--- src/rtl/mem_pkg.sv ---
// Shared definitions for the load/store front end: access encodings, FSM states
// and the request-legality check.
package mem_pkg;

  localparam logic [2:0] F3_B  = 3'b000;
  localparam logic [2:0] F3_H  = 3'b001;
  localparam logic [2:0] F3_W  = 3'b010;
  localparam logic [2:0] F3_BU = 3'b100;
  localparam logic [2:0] F3_HU = 3'b101;

  typedef enum logic [1:0] {
    ST_IDLE      = 2'd0,
    ST_LOAD_WAIT = 2'd1,
    ST_RMW_MERGE = 2'd2,
    ST_RMW_WRITE = 2'd3
  } state_e;

  localparam logic [1:0] ERR_NONE   = 2'd0;
  localparam logic [1:0] ERR_BOTH   = 2'd1;
  localparam logic [1:0] ERR_FUNCT3 = 2'd2;
  localparam logic [1:0] ERR_ALIGN  = 2'd3;

  // funct3[1:0] carries the access size; funct3[2] only selects zero-extension.
  function automatic logic [1:0] err_cause(input logic       rd,
                                           input logic       wr,
                                           input logic [2:0] f3,
                                           input logic [1:0] off);
    logic [1:0] cause;
    cause = ERR_NONE;
    if (rd && wr) begin
      cause = ERR_BOTH;
    end else if ((f3 == 3'b011) || (f3 == 3'b110) || (f3 == 3'b111)) begin
      cause = ERR_FUNCT3;
    end else if ((f3[1:0] == 2'b10) && (off != 2'b00)) begin
      cause = ERR_ALIGN;
    end else if ((f3[1:0] == 2'b01) && off[0]) begin
      cause = ERR_ALIGN;
    end else begin
      cause = ERR_NONE;
    end
    return cause;
  endfunction

endpackage

--- src/rtl/mem_lane_align.sv ---
// Byte/half lane steering: extracts and extends load data, and merges sub-word
// store data into an existing RAM word.
module mem_lane_align
  import mem_pkg::*;
(
  input  logic [31:0] word_i,
  input  logic [31:0] wdata_i,
  input  logic [1:0]  off_i,
  input  logic [2:0]  funct3_i,
  output logic [31:0] load_o,
  output logic [31:0] merge_o
);

  logic [7:0]  byte_s;
  logic [15:0] half_s;

  assign byte_s = word_i[{off_i, 3'b000} +: 8];
  assign half_s = off_i[1] ? word_i[31:16] : word_i[15:0];

  // Load extraction with sign or zero extension.
  always_comb begin
    load_o = 32'h0000_0000;
    case (funct3_i)
      F3_B:    load_o = {{24{byte_s[7]}}, byte_s};
      F3_BU:   load_o = {24'h00_0000, byte_s};
      F3_H:    load_o = {{16{half_s[15]}}, half_s};
      F3_HU:   load_o = {16'h0000, half_s};
      F3_W:    load_o = word_i;
      default: load_o = 32'h0000_0000;
    endcase
  end

  // Store merge: replace only the addressed lane, keep the rest of the old word.
  always_comb begin
    merge_o = word_i;
    case (funct3_i[1:0])
      2'b00:   merge_o[{off_i, 3'b000} +: 8]     = wdata_i[7:0];
      2'b01:   merge_o[{off_i[1], 4'b0000} +: 16] = wdata_i[15:0];
      2'b10:   merge_o = wdata_i;
      default: merge_o = word_i;
    endcase
  end

endmodule

--- src/rtl/mem_access_unit.sv ---
// Load/store front end for a word-wide single-port RAM without byte enables;
// sub-word stores are done as read-modify-write and stall the pipeline.
module mem_access_unit
  import mem_pkg::*;
#(
  parameter int ADDR_W = 14
) (
  input  logic              clk,
  input  logic              rst_n,
  input  logic              mem_read_i,
  input  logic              mem_write_i,
  input  logic [2:0]        funct3_i,
  input  logic [31:0]       addr_i,
  input  logic [31:0]       wdata_i,
  output logic              stall_o,
  output logic              done_o,
  output logic [31:0]       rdata_o,
  output logic              err_o,
  output logic [ADDR_W-1:0] ram_addr_o,
  output logic              ram_we_o,
  output logic [31:0]       ram_wdata_o,
  input  logic [31:0]       ram_rdata_i
);

  state_e            state_q, state_d;
  logic [ADDR_W+1:0] addr_q;
  logic [2:0]        f3_q;
  logic [31:0]       wdata_q;
  logic [31:0]       merged_q;

  logic              req_s;
  logic [1:0]        cause_s;
  logic [31:0]       load_s;
  logic [31:0]       merge_s;
  logic              unused_addr_bits;

  logic              stall_s, done_s, err_s, we_s;
  logic [31:0]       rdata_s, wdata_s;
  logic [ADDR_W-1:0] raddr_s;

  assign req_s            = mem_read_i | mem_write_i;
  assign cause_s          = err_cause(mem_read_i, mem_write_i, funct3_i, addr_i[1:0]);
  assign unused_addr_bits = ^addr_i[31:ADDR_W+2];

  mem_lane_align u_align (
    .word_i   (ram_rdata_i),
    .wdata_i  (wdata_q),
    .off_i    (addr_q[1:0]),
    .funct3_i (f3_q),
    .load_o   (load_s),
    .merge_o  (merge_s)
  );

  // State register.
  always_ff @(posedge clk or negedge rst_n) begin
    if (!rst_n) begin
      state_q <= ST_IDLE;
    end else begin
      state_q <= state_d;
    end
  end

  // Request capture: later states work only from this latched copy.
  always_ff @(posedge clk or negedge rst_n) begin
    if (!rst_n) begin
      addr_q  <= {(ADDR_W+2){1'b0}};
      f3_q    <= 3'b000;
      wdata_q <= 32'h0000_0000;
    end else if (state_q == ST_IDLE) begin
      addr_q  <= addr_i[ADDR_W+1:0];
      f3_q    <= funct3_i;
      wdata_q <= wdata_i;
    end
  end

  // Merged word for the write phase of a read-modify-write.
  always_ff @(posedge clk or negedge rst_n) begin
    if (!rst_n) begin
      merged_q <= 32'h0000_0000;
    end else if (state_q == ST_RMW_MERGE) begin
      merged_q <= merge_s;
    end
  end

  // Next-state logic.
  always_comb begin
    state_d = state_q;
    case (state_q)
      ST_IDLE: begin
        if (!req_s || (cause_s != ERR_NONE)) begin
          state_d = ST_IDLE;
        end else if (mem_read_i) begin
          state_d = ST_LOAD_WAIT;
        end else if (funct3_i[1:0] == 2'b10) begin
          state_d = ST_IDLE;
        end else begin
          state_d = ST_RMW_MERGE;
        end
      end
      ST_LOAD_WAIT: state_d = ST_IDLE;
      ST_RMW_MERGE: state_d = ST_RMW_WRITE;
      ST_RMW_WRITE: state_d = ST_IDLE;
      default:      state_d = ST_IDLE;
    endcase
  end

  // Output decode; full words go straight through, sub-word stores read first.
  always_comb begin
    stall_s = 1'b0;
    done_s  = 1'b0;
    err_s   = 1'b0;
    we_s    = 1'b0;
    rdata_s = 32'h0000_0000;
    wdata_s = 32'h0000_0000;
    raddr_s = addr_q[ADDR_W+1:2];
    case (state_q)
      ST_IDLE: begin
        if (!req_s) begin
          raddr_s = addr_q[ADDR_W+1:2];
        end else if (cause_s != ERR_NONE) begin
          err_s = 1'b1;
        end else begin
          raddr_s = addr_i[ADDR_W+1:2];
          if (mem_read_i) begin
            stall_s = 1'b1;
          end else if (funct3_i[1:0] == 2'b10) begin
            we_s    = 1'b1;
            wdata_s = wdata_i;
            done_s  = 1'b1;
          end else begin
            stall_s = 1'b1;
          end
        end
      end
      ST_LOAD_WAIT: begin
        done_s  = 1'b1;
        rdata_s = load_s;
      end
      ST_RMW_MERGE: begin
        stall_s = 1'b1;
      end
      ST_RMW_WRITE: begin
        we_s    = 1'b1;
        wdata_s = merged_q;
        done_s  = 1'b1;
      end
      default: begin
        stall_s = 1'b0;
      end
    endcase
  end

  // Reset forces every output low immediately, abandoning any pending write.
  assign stall_o     = rst_n & stall_s;
  assign done_o      = rst_n & done_s;
  assign err_o       = rst_n & err_s;
  assign ram_we_o    = rst_n & we_s;
  assign rdata_o     = rst_n ? rdata_s : 32'h0000_0000;
  assign ram_wdata_o = rst_n ? wdata_s : 32'h0000_0000;
  assign ram_addr_o  = rst_n ? raddr_s : {ADDR_W{1'b0}};

endmodule

--- config.mk ---
export PLATFORM = sky130hd
export DESIGN_NAME = mem_access_unit
export DESIGN_NICKNAME = d
export VERILOG_FILES = /design/src/rtl/mem_pkg.sv /design/src/rtl/mem_lane_align.sv /design/src/rtl/mem_access_unit.sv
export SDC_FILE = /design/constraint.sdc
export NUM_CORES = 1
export LEC_CHECK = 0
export ABC_AREA = 1
export BUFFER_PORTS_ARGS = -buffer_cell sky130_fd_sc_hd__buf_2
export CORE_MARGIN = 2
export CORE_UTILIZATION = 45
export DETAILED_ROUTE_END_ITERATION = 12
export PLACE_DENSITY = 0.7
export REMOVE_ABC_BUFFERS = 1
export SLEW_MARGIN = 0
export SYNTH_ARGS = -nofsm -noshare
export SYNTH_HDL_FRONTEND = slang
export SYNTH_SLANG_ARGS = --single-unit
--- constraint.sdc ---
create_clock -name clk -period 4.48 [get_ports clk]
set_clock_uncertainty 0.1 [all_clocks]
set_input_delay 0.672 -clock clk [delete_from_list [all_inputs] [get_ports clk]]
set_output_delay 0.672 -clock clk [all_outputs]
set_load 0.01 [all_outputs]
* Word level (Yosys, flattened, before mapping)
Index checks and enable logic that the tools add are counted.
** Word-level totals
- Register bits after elaboration :: 85
- Bits in latches :: 0
- Bits in writable memories :: 0
- Bits in read-only memories :: 0
- Input port bits :: 103
- Memories kept :: 0
** Operators by class
- Add/sub/neg operators :: 2
- Multipliers :: 0
- Divide/modulo/power cells :: 0
- Order comparisons :: 0
- Eq/ne operators :: 14
- Shift-type cells :: 5
- Muxes and demuxes :: 39
- Bitwise logic cells :: 5
- Reduce and logical (&&, ||, !) cells :: 13
** Operator list (count)
- 2-to-1 mux 32 bit :: 7
- one-hot mux 32 bit (5 select lines) :: 1
- one-hot mux 32 bit (3 select lines) :: 1
- bitwise mux 32 bit :: 2
- one-hot mux 32 bit (2 select lines) :: 1
- 2-to-1 mux 14 bit :: 4
- variable shift 16 x 7 -> 32 bit (first input constant) :: 1
- variable shift 8 x 7 -> 32 bit (first input constant) :: 1
- variable part select 16 x 7 -> 32 bit :: 1
- variable part select 32 x 6 -> 8 bit :: 1
- variable part select 8 x 7 -> 32 bit :: 1
- 2-to-1 mux 16 bit :: 1
- 2-to-1 mux 2 bit :: 7
- negator 5 -> 7 bit :: 2
- == test 3 bit (second input constant) :: 4
- 2-to-1 mux 1 bit :: 11
- == test 2 bit (second input constant) :: 4
- == test 2 x 1 -> 1 bit (second input constant) :: 3
- == test 3 x 2 -> 1 bit (second input constant) :: 2
- one-hot mux 1 bit (2 select lines) :: 3
- one-hot mux 2 bit (3 select lines) :: 1
- bitwise AND 1 bit :: 4
- zero test 2 bit :: 2
- nonzero test 2 bit :: 2
- 7 further kinds :: 11

* Logic depth before layout (Yosys ltp)
Gate-level depths: netlist (run 1).
- Word-level depth :: 11
- Depth in mapped cells :: 15
- Depth with buffers taken out :: 11

* Hierarchy
From an unflattened synthesis (run 1), not the netlist that was laid out.
** Second synthesis, totals
- Cells, all modules :: 1195
- Area total of the unflattened synthesis :: 6876.6 um2
** Modules (own cells, without submodules)
- mem_access_unit :: instances 1, cells an instance 661, area an instance 4526.8 um2, sequential area each 2127.0 um2
- mem_lane_align :: instances 1, cells an instance 534, area an instance 2349.8 um2, sequential area each 0.0 um2

* Least setup slack after synthesis (run 1)
Ideal clock, no wire load.
- Path kind :: input to output
- Start point :: in rst_n
- End point :: out ram_wdata_o[10]
- Data arrival time :: 1539 ps
- Setup slack :: 2169 ps
- Cell stages on the path :: 6
- Buffers on the path :: 3
- Cells stage by stage :: buf_4 > inv_1 > or2_1 > clkbuf_1 > buf_2 > a21oi_1
** On the way
- Longest elaborated chain between the ends :: 1
** RTL lines
- from (decl) :: RTL line mem_access_unit.sv:9 : input logic rst_n,
- 2-to-1 mux 32 bit :: RTL line mem_access_unit.sv:159 : assign ram_wdata_o = rst_n ? wdata_s : 32'h0000_0000;
- to (decl) :: RTL line mem_access_unit.sv:21 : output logic [31:0] ram_wdata_o,
No other way between the ends.

* Worst setup path in the final report (run 1)
- Start point :: reg addr_q[1]
- End point :: out rdata_o[15]
** On the way
- Longest elaborated chain between the ends :: 4
** RTL lines
- from (decl) :: RTL line mem_access_unit.sv:26 : logic [ADDR_W+1:0] addr_q;
- from (signal assigned) :: RTL line mem_access_unit.sv:66 : addr_q <= {(ADDR_W+2){1'b0}};
- from (signal assigned) :: RTL line mem_access_unit.sv:70 : addr_q <= addr_i[ADDR_W+1:0];
- variable part select 32 x 6 -> 8 bit / 2-to-1 mux 16 bit (equally long branches) :: RTL line mem_lane_align.sv:17, mem_lane_align.sv:18
- one-hot mux 32 bit (5 select lines) * :: RTL line mem_lane_align.sv:23 : case (funct3_i)
- 2-to-1 mux 32 bit * :: RTL line mem_access_unit.sv:116 : case (state_q)
- 2-to-1 mux 32 bit * :: RTL line mem_access_unit.sv:158 : assign rdata_o = rst_n ? rdata_s : 32'h0000_0000;
- to (decl) :: RTL line mem_access_unit.sv:17 : output logic [31:0] rdata_o,
Every way passes the cells marked *; elsewhere a longest branch is shown, timed or not.

==> results of run 1 <==
## final cells by class
type,count,area [um^2],share of cell area (%)
clock buffers,12,256.5,3.206
repair buffers,182,948.4,11.85
flip-flops and latches,85,2127,26.58
inverters,128,490.5,6.130
well taps,188,235.2,2.940
clock inverters,4,22.52,0.2815
diodes,1,2.502,0.03127
multi-input cells,847,3919,48.98
## metal layers
layer	GRT usage (%)	wire length [um]
met2	44.39	9912
met3	5.342	1776
met1	36.79	9798
met5	0	0
met4	9.567	550
## metrics by stage
stage / setup WS, ns / power, mW / util, % / instance area [um^2]
2_1_floorplan: 0.2584 / 1.771 / - / 6534
3_3_place_gp: 1.373 / 2.094 / 51.16 / 7720
3_5_place_dp: 1.351 / 2.114 / 51.16 / 7720
4_1_cts: 0.9754 / 2.830 / 53.01 / 7999
5_1_grt: 0.7759 / 3.023 / 53.01 / 7999
6_report: 0.9315 / 2.823 / 53.03 / 8001
## path summary, 6_finish.rpt
| path | startpoint | end | slack (ns) | depth (start not counted) |
|---|---|---|---|---|
| max | addr_q[1]$_DFFE_PN0P_ | rdata_o[15] | 0.93 | 7 |
| min | rst_n | merged_q[7]$_DFFE_PN0P_ | 0.17 | 1 |
| max reg2reg | addr_q[0]$_DFFE_PN0P_ | merged_q[27]$_DFFE_PN0P_ | 1.56 | 9 |
| min reg2reg | wdata_q[31]$_DFFE_PN0P_ | wdata_q[31]$_DFFE_PN0P_ | 0.38 | 2 |
| max in group asynchronous | rst_n | wdata_q[6]$_DFFE_PN0P_ | 2.86 | 2 |
| min in group clk | wdata_q[31]$_DFFE_PN0P_ | wdata_q[31]$_DFFE_PN0P_ | 0.38 | 2 |
## report_power, final
group	switching, mW	internal (mW)
clock network	0.302	0.403
registers	0.151	0.973
logic	0.649	0.344
total	1.10	1.72
## worst max-delay path: stages (launching register included)
cell	delay, ns
dfrtp_1	0.87
inv_2	0.35
o211ai_1	0.19
nand2_1	0.09
nand2_1	0.33
buf_4	0.30
a21oi_1	0.13
buf_2	0.17
## sequential cells by signal, summed over array words and instances, names as in the netlist
| signal | flops |
|---|---|
| addr_q | 16 |
| f3_q | 3 |
| merged_q | 32 |
| state_q | 2 |
| wdata_q | 32 |
## placed cells by master, fill, tap and decap left out, types with 8 or more instances in the layout
| master | n |
|---|---|
| o211ai_1 | 16 |
| nor2_1 | 99 |
| ha_1 | 8 |
| nand3b_1 | 32 |
| clkbuf_16 | 9 |
| dfrtp_1 | 85 |
| a21oi_1 | 103 |
| buf_4 | 15 |
| nand2_1 | 431 |
| or2_2 | 16 |
| a21oi_2 | 11 |
| nand3_1 | 37 |
| nand4_1 | 11 |
| inv_1 | 120 |
| buf_2 | 167 |
| o21ai_0 | 59 |
## cells by family (layout without fill, tap and decap cells)
group	count (synthesis)	after routing
simple gates	644	644
buf+inv	199	326
compound gates	194	194
flops	85	85
fa+ha+maj	9	9
other cells	0	1
==> impl_metrics.ini, run 1 <==
[pwr]
power_per_cell_area_nw_per_um2 = 352.8
p_leak_nw = 4.372
vdd_drop_max_v = 0.0001669

[timing]
relSlewSlack_pct = 39.96
hold_viol = 0
fmax_mhz = 281.8
finalCriticalPeriod_ns = 3.548
rsz0062_at_grt = no
finalCritPeriodShare_pct = 79.21
finalSetupTns_ns = 0
setup_violations = 0
whs_ns = 0.1688
drv_slew = 0
tightest_slew_ns = 0.9006

[yosys]
synth-simple-area-share_pct = 39.54
yosysMostFrequentCell = nand2_1
ys_top_cells_by_area = dfrtp_1 (31%), nand2_1 (23%), a21oi_1 (7.4%)
synthMuxAreaShare_pct = 0
synth_compound_area_share_pct = 15.40
synth_xor_xnor_area_share_pct = 0
ys_seq_elements = 85
synthCells = 1131
synth_top_family_by_area = simple AND/OR/NAND/NOR gates
synth_top_area_share_pct = 30.72
synth_edf_count = 0
ys_types = 32
synth_top_area_cell = dfrtp_1
synthesis.area_um2 = 6923
avgSynthCellArea_um2 = 6.121
synth_fa_ha_area_share_pct = 1.627
synth_ff_type = dfrtp_1
async_flop_share_pct = 100.0
synth_warnings = 0
synth_top_cells_by_count = nand2_1 (431), inv_1 (120), a21oi_1 (103)
yosysSeqAreaShare_pct = 30.72

[worst_setup_path]
cp-end-kind = output port
crit_fanout = 23
arrival_ns = 2.78
critical_path_class = flop to output port
cp_data_required_time_ns = 3.71
start_kind = flop

[clock_tree]
clkTransAtPathRegs_ns = 0.06
clk_path_buf_depth = 2
htree_num_levels = 3
tritoncts = done
cts_resized = 0
cts_setup_buffers = 0
clk_latency_ns = 0.35
cts_num_sinks = 85
cts_hold_buf = 0
cts-root-buf = clkbuf_16
numCtsBuffers = 9

[die]
die_area_um2 = 16390
die_h_um = 128.0
start_util_pct = 45.88
rows = 45
fp.coreArea_um2 = 15090
die_w_um = 128.0
pin_count = 185

[detailed_routing]
drc = 0
vias_per_cell = 5.207
postRouteAntennaNets = 0
wl_per_cell_um = 15.23
postRouteWirelength_um = 22040
dr.pass1.iters = 6
drt-initial-drc-count = 559
vias = 7535

[place]
place_congestion = 0.9576
numPortBuffers = 168
dp_cells = 1430
dpl.hpwl_um = 15770

[cells_and_area]
final_cells = 1447
syn_to_final_growth_pct = 15.58
n_fill_cell = 1637
drive_gt1_share_pct = 19.79
num-nets-final = 1365

[status]
status = finished, final reports clean

[global_route]
antenna_found_initial = 0
grt_max_degree = 81
grtUsageTotal_pct = 27.43
grt-ovfl-total = 0
grt_pass1_wl_um = 35420
grt_pass1_vias = 6933

[run]
cap_violations = 0

[min_path]
hold_class = primary input to async pin
Power figures use the tool's default switching activity.
==> run 2: changes to the inputs <==
Settings changed: ABC_AREA 1 to 0, PLACE_DENSITY 0.7 to 0.74.
Clock period 4.48 ns to 2.86 ns, I/O delays scaled along.
==> run 2 against run 1 <==
Utilization rose by 3.6 points. Clock power up 74%. Largest cell class unchanged. Non-clock buffer count rose by 22. Sequential power increased by 59%. Flip-flop and latch count did not move. Critical path depth unchanged. Count of clock-buffer cells in the layout fell by 1. Register-to-register slack lost 1.1 ns. Synthesized cell count shrank 40%. Via count decreased by 20%. Sequential share of layout area increased by 1.7 points. Critical endpoint is now rdata_o[2].
==> impl_metrics.ini, run 2 <==
[status]
status = finished, final reports clean

[die]
die_h_um = 121.0
die_area_um2 = 14640
pin_count = 185
rows = 42
die_w_um = 121.0
start_util_pct = 46.34
fp.coreArea_um2 = 13300

[yosys]
avgSynthCellArea_um2 = 9.127
synth_top_area_cell = dfrtp_1
synth_ff_type = dfrtp_1
yosysMostFrequentCell = dfrtp_1
ys_types = 54
synth_top_area_share_pct = 34.52
yosysSeqAreaShare_pct = 34.52
ys_top_cells_by_area = dfrtp_1 (35%), mux2_2 (12%), a21oi_1 (5.8%)
async_flop_share_pct = 100.0
synthCells = 675
synthesis.area_um2 = 6161
synth_top_cells_by_count = dfrtp_1 (85), a21oi_1 (71), mux2_2 (67)
synth_edf_count = 0
synth_warnings = 0
ys_seq_elements = 85

[clock_tree]
cts_num_sinks = 85
tritoncts = done
cts-root-buf = clkbuf_16
htree_num_levels = 3
clkTransAtPathRegs_ns = 0.06
numCtsBuffers = 9
clk_path_buf_depth = 2
clk_latency_ns = 0.35
cts_setup_buffers = 0

[pwr]
seqPwrFrac_pct = 41.2
total_power_mw = 4.328
swShare_pct = 33.64
p_sw_mw = 1.456
power_per_cell_area_nw_per_um2 = 574.6
combPwrFrac_pct = 30.3
p_int_mw = 2.872
p_leak_nw = 3.436
power_frac_clock_pct = 28.5
vdd_drop_max_v = 0.0003420

[global_route]
antenna_found_initial = 0
grt_pass1_wl_um = 30820
grt_max_degree = 55
grt-ovfl-total = 0
grt_pass1_vias = 5914
grtUsageTotal_pct = 26.71

[timing]
rsz0062_at_grt = no
finalCriticalPeriod_ns = 2.747
fin_ws_ns = 0.1133
tightest_slew_ns = 0.7374
setup_violations = 0
relSlewSlack_pct = 50.60
fmax_mhz = 364.1
finalCritPeriodShare_pct = 96.04
drv_slew = 0
hold_viol = 0

[place]
place_congestion = 0.9169
dpl.hpwl_um = 14060
numPortBuffers = 168
dp_slack_ns = 0.3911

[cells_and_area]
layout_commonest_cell = buf_2
drive_gt1_share_pct = 36.23
insertedDiodeCount = 0
final_cell_mix = buf_2 (167), dfrtp_1 (82), a21oi_1 (71), mux2_2 (67), nor2_1 (65)
syn_to_final_growth_pct = 22.26
num-nets-final = 938
reg_top3 = merged_q (32), wdata_q (32), addr_q (16)

[worst_setup_path]
arrival_ns = 2.22
crit_slowest_cell = dfrtp_2
critical_path_class = flop to output port
slowest_delay_ns = 0.49
start_kind = flop
cp_data_required_time_ns = 2.33
r2r-end = merged_q[1]$_DFFE_PN0P_
cp-end-kind = output port
r2r_cells = 7
path_cells = buf_4, nor3b_4, buf_12, a21o_1, a22oi_1, a21oi_1, buf_2
rrSetupSlack_ns = 0.47
r2r-start = addr_q[0]$_DFFE_PN0P_
crit_fanout = 29

[detailed_routing]
postRouteWirelength_um = 19160
vias = 6058
dr.pass1.iters = 5
route.met2.wl_um = 8901
top_layer_used = met4
postRouteAntennaNets = 0
met1_length_um = 8312
drt-initial-drc-count = 566
routed-wl-met3_um = 1562
vias_per_cell = 6.034
drc = 0
wl_per_cell_um = 19.09

[min_path]
hold_class = primary input to flop
whs_endpoint = addr_q[5]$_DFFE_PN0P_
hold_start = addr_i[5]
hold_depth = 2

[run]
cap_violations = 0
-- run 2: cell count changes after synthesis, sizes merged, moves of 25 or more --
| cell | before | now |
|---|---|---|
| nor2b | 0 | 25 |
| nand3 | 38 | 2 |
| a21oi | 114 | 72 |
| inv | 127 | 16 |
| o21ai | 62 | 34 |
| nor2 | 107 | 68 |
| nand2 | 438 | 48 |
| mux2i | 0 | 26 |
| a32oi | 0 | 37 |
| nand3b | 32 | 0 |
| mux2 | 0 | 76 |
-- run 2: metrics by stage --
step / TNS, ns / hold slack (ns) / cells / area, um^2 / util [%]
final: 0 / 0.2253 / 1004 / 7532 / 56.65
after global routing: 0 / 0.2166 / 1004 / 7532 / 56.65
after CTS: 0 / 0.2139 / 1004 / 7522 / 56.58
after detailed placement: 0 / 0.1927 / 990 / 7209 / 54.23
after global placement: 0 / 0.1846 / 990 / 7209 / 54.23
after floorplan: -74.02 / 0.03341 / 611 / 5841 / -
-- run 2: cells by family after synthesis --
kind of cell | Yosys count | share of synthesized area, %
AO/OA/AOI/OAI | 225 | 25.12
AND/OR/NAND/NOR | 170 | 13.51
multiplexers | 103 | 18.48
flip-flops | 85 | 34.52
buffers and inverters | 81 | 6.235
adder cells (fa/ha/maj) | 10 | 1.990
XOR/XNOR | 1 | 0.1422
-- run 2: metal layers --
metal	GRT usage, %	up-vias
li1	-	2828
met1	34.91	2933
met2	42.84	270
met3	7.754	27
met4	7.994	0
met5	0	-
-- run 2: final cells by class --
cell class / count / area [um^2]
timing repair buffer: 204 / 1141
fill: 1201 / 5763
tap: 176 / 220.2
multi-input combinational: 509 / 3674
clock inverter: 2 / 60.06
sequential: 85 / 2131
inverter: 17 / 63.81
clock buffer: 11 / 242.7
-- run 2: how the worst max path moves through the flow --
| stage | slack, ns | to | start | cells past startpoint |
|---|---|---|---|---|
| 3_3_place_gp | 0.42 | done_o | funct3_i[0] | 6 |
| 4_1_cts | 0.04 | rdata_o[2] | f3_q[0]$_DFFE_PN0P_ | 7 |
| 2_1_floorplan | -1.18 | ram_addr_o[0] | state_q[0]$_DFF_PN0_ | 5 |
| 6_report | 0.11 | rdata_o[2] | f3_q[0]$_DFFE_PN0P_ | 7 |
| 5_1_grt | 0.02 | rdata_o[2] | f3_q[0]$_DFFE_PN0P_ | 7 |
| 3_5_place_dp | 0.39 | done_o | funct3_i[0] | 6 |
-- run 2: power groups by stage --
| stage | clock network [mW] | logic (mW) | registers (mW) |
|---|---|---|---|
| detailed placement | 0 | 1.29 | 1.79 |
| global route | 1.31 | 1.45 | 1.82 |
| global placement | 0 | 1.26 | 1.78 |
| CTS | 1.26 | 1.30 | 1.78 |
| floorplan | 0 | 0.827 | 1.73 |
| finish | 1.23 | 1.31 | 1.78 |
-- run 2: timing repair --
action | CTS | global route
hold endpoints to repair | 9 | 0
gates resized for setup | 0 | 4
setup endpoints to repair | 0 | 4
hold buffers | 1 | 0
-- run 2: critical path: cells and delay by family, from the launching register on --
family,cells,cell delay [ns]
DFF,1,0.49
AOI/OAI and AO/OA,3,0.51
buffers and inverters,3,0.61
and+or+nand+nor,1,0.24
==> run 3: changes to the inputs <==
Settings changed: CORE_UTILIZATION 45 to 48, PLACE_DENSITY 0.74 to 0.78, SETUP_SLACK_MARGIN set to 0.4.
==> run 3 against run 2 <==
Critical path depth shrank 2. Critical path type unchanged. Cell area rose by 4.8%. Utilization rose by 6.1 points. Count of clock-buffer cells in the layout grew 2. Combinational power grew 11%. Die area decreased by 6.1%. Sequential power about the same. Routed wire length grew 5.4%.
==> impl_metrics.ini, run 3 (synthesis results as in run 2) <==
[cells_and_area]
drive_gt1_share_pct = 41.62
insertedDiodeCount = 0
reg_top3 = merged_q (32), wdata_q (32), addr_q (16)
n_fill_cell = 1091
final_core_util_pct = 62.80
final_cells = 1025
postLayoutCellArea_um2 = 7893
layout_commonest_cell = buf_2
seq_area_um2 = 2133
syn_to_final_growth_pct = 28.11
final_cell_mix = buf_2 (168), dfrtp_1 (80), mux2_2 (67), nor2_1 (62), a21oi_1 (60)
num-nets-final = 961
multi_input_area_um2 = 3836

[detailed_routing]
postRouteAntennaNets = 0
drt-initial-drc-count = 713
dr.pass1.iters = 5
vias_per_cell = 6.149
postRouteWirelength_um = 20190
drc = 0
wl_per_cell_um = 19.70
vias = 6303

[timing]
drv_slew = 0
tightest_slew_ns = 0.7630
setup_violations = 0
finalCriticalPeriod_ns = 2.464
fin_ws_ns = 0.3957
finalCritPeriodShare_pct = 86.16
rsz0062_at_grt = yes
fmax_mhz = 405.8
hold_viol = 0
relSlewSlack_pct = 48.96

[worst_setup_path]
arrival_ns = 1.94
r2r_cells = 6
cp-end-kind = output port
crit_fanout = 16
r2r-end = merged_q[29]$_DFFE_PN0P_
rrSetupSlack_ns = 0.52
start_kind = flop
critical_path_class = flop to output port
r2r-start = addr_q[1]$_DFFE_PN0P_
cp_data_required_time_ns = 2.33

[global_route]
grt_util_met2_pct = 46.40
grt-busiest-layer = met2
grt-ovfl-total = 0
grtUsageMet1_pct = 36.86
antenna_found_initial = 0
grt_max_degree = 43
grt_pass1_wl_um = 30790
grt_pass1_vias = 6045
grtUsageTotal_pct = 28.96
met3_usage_pct = 8.393

[run]
cap_violations = 0

[die]
die_w_um = 117.3
fp.coreArea_um2 = 12570
die_area_um2 = 13760
start_util_pct = 49.02
pin_count = 185
rows = 41
die_h_um = 117.3

[min_path]
hold_start = wdata_i[22]
hold_depth = 2
whs_endpoint = wdata_q[22]$_DFFE_PN0P_
hold_class = primary input to flop

[clock_tree]
clk_path_buf_depth = 2
tritoncts = done
clk_latency_ns = 0.35
cts_num_sinks = 85
numCtsBuffers = 9
clkTransAtPathRegs_ns = 0.06
htree_num_levels = 3
cts-root-buf = clkbuf_16

[pwr]
p_leak_nw = 3.568
vdd_drop_max_v = 0.0003248
power_per_cell_area_nw_per_um2 = 544.3

[place]
place_congestion = 0.9390
numPortBuffers = 168
dpl.hpwl_um = 14020
dp_cells = 984
dp_slack_ns = 0.3969
dpl_cell_area_um2 = 7202

[status]
status = finished, final reports clean
-- run 3: power by group --
group	internal (mW)	switching [mW]	leakage [nW]
clock	0.605	0.463	0.129
combinational	0.654	0.808	2.46
sequential	1.52	0.250	0.977
total	2.77	1.52	3.57
-- run 3: area by class of cell --
cell class | instances | area share (%)
clock buffers | 13 | 3.171
clock inverters | 2 | 0.1268
inverters | 17 | 0.8085
multi-input cells | 509 | 48.60
flip-flops and latches | 85 | 27.03
well taps | 172 | 2.727
repair buffers | 227 | 17.53
-- run 3: critical path, cell delays in order (launching register included) --
cell and delay [ns]:
dfrtp_2 0.46, nor2b_1 0.21, a21oi_1 0.09, a211o_4 0.46
a21oi_2 0.20, buf_2 0.16
-- run 3: layer usage --
metal,routed length (um),vias up
li1,-,2865
met1,8146,2969
met2,9300,415
met3,2144,54
met4,601,0
met5,0,-
-- run 3: worst max path at each step --
stage / startpoint / slack, ns / endpoint
3_5_place_dp: f3_q[0]$_DFFE_PN0P_ / 0.40 / rdata_o[31]
5_1_grt: addr_q[1]$_DFFE_PN0P_ / 0.34 / rdata_o[31]
6_report: addr_q[1]$_DFFE_PN0P_ / 0.40 / rdata_o[21]
3_3_place_gp: ram_rdata_i[31] / 0.42 / rdata_o[21]
4_1_cts: addr_q[1]$_DFFE_PN0P_ / 0.36 / rdata_o[31]
2_1_floorplan: state_q[0]$_DFF_PN0_ / -1.18 / ram_addr_o[0]
-- run 3: metrics by stage --
stage	setup TNS, ns	power [mW]	hold WS [ns]
4_1_cts	0	4.199	0.2162
3_5_place_dp	0	3.073	0.3595
6_report	0	4.296	0.2248
2_1_floorplan	-74.02	2.552	0.03341
5_1_grt	0	4.532	0.2243
3_3_place_gp	0	3.030	0.3665
-- run 3: timing repair --
item,in CTS,in global routing
endpoints found under the hold margin,36,0
buffers inserted,13,10
endpoints found under the setup margin,64,73
resized for setup,21,30
pin swaps,5,9
hold buffers,2,0
cloned,0,1
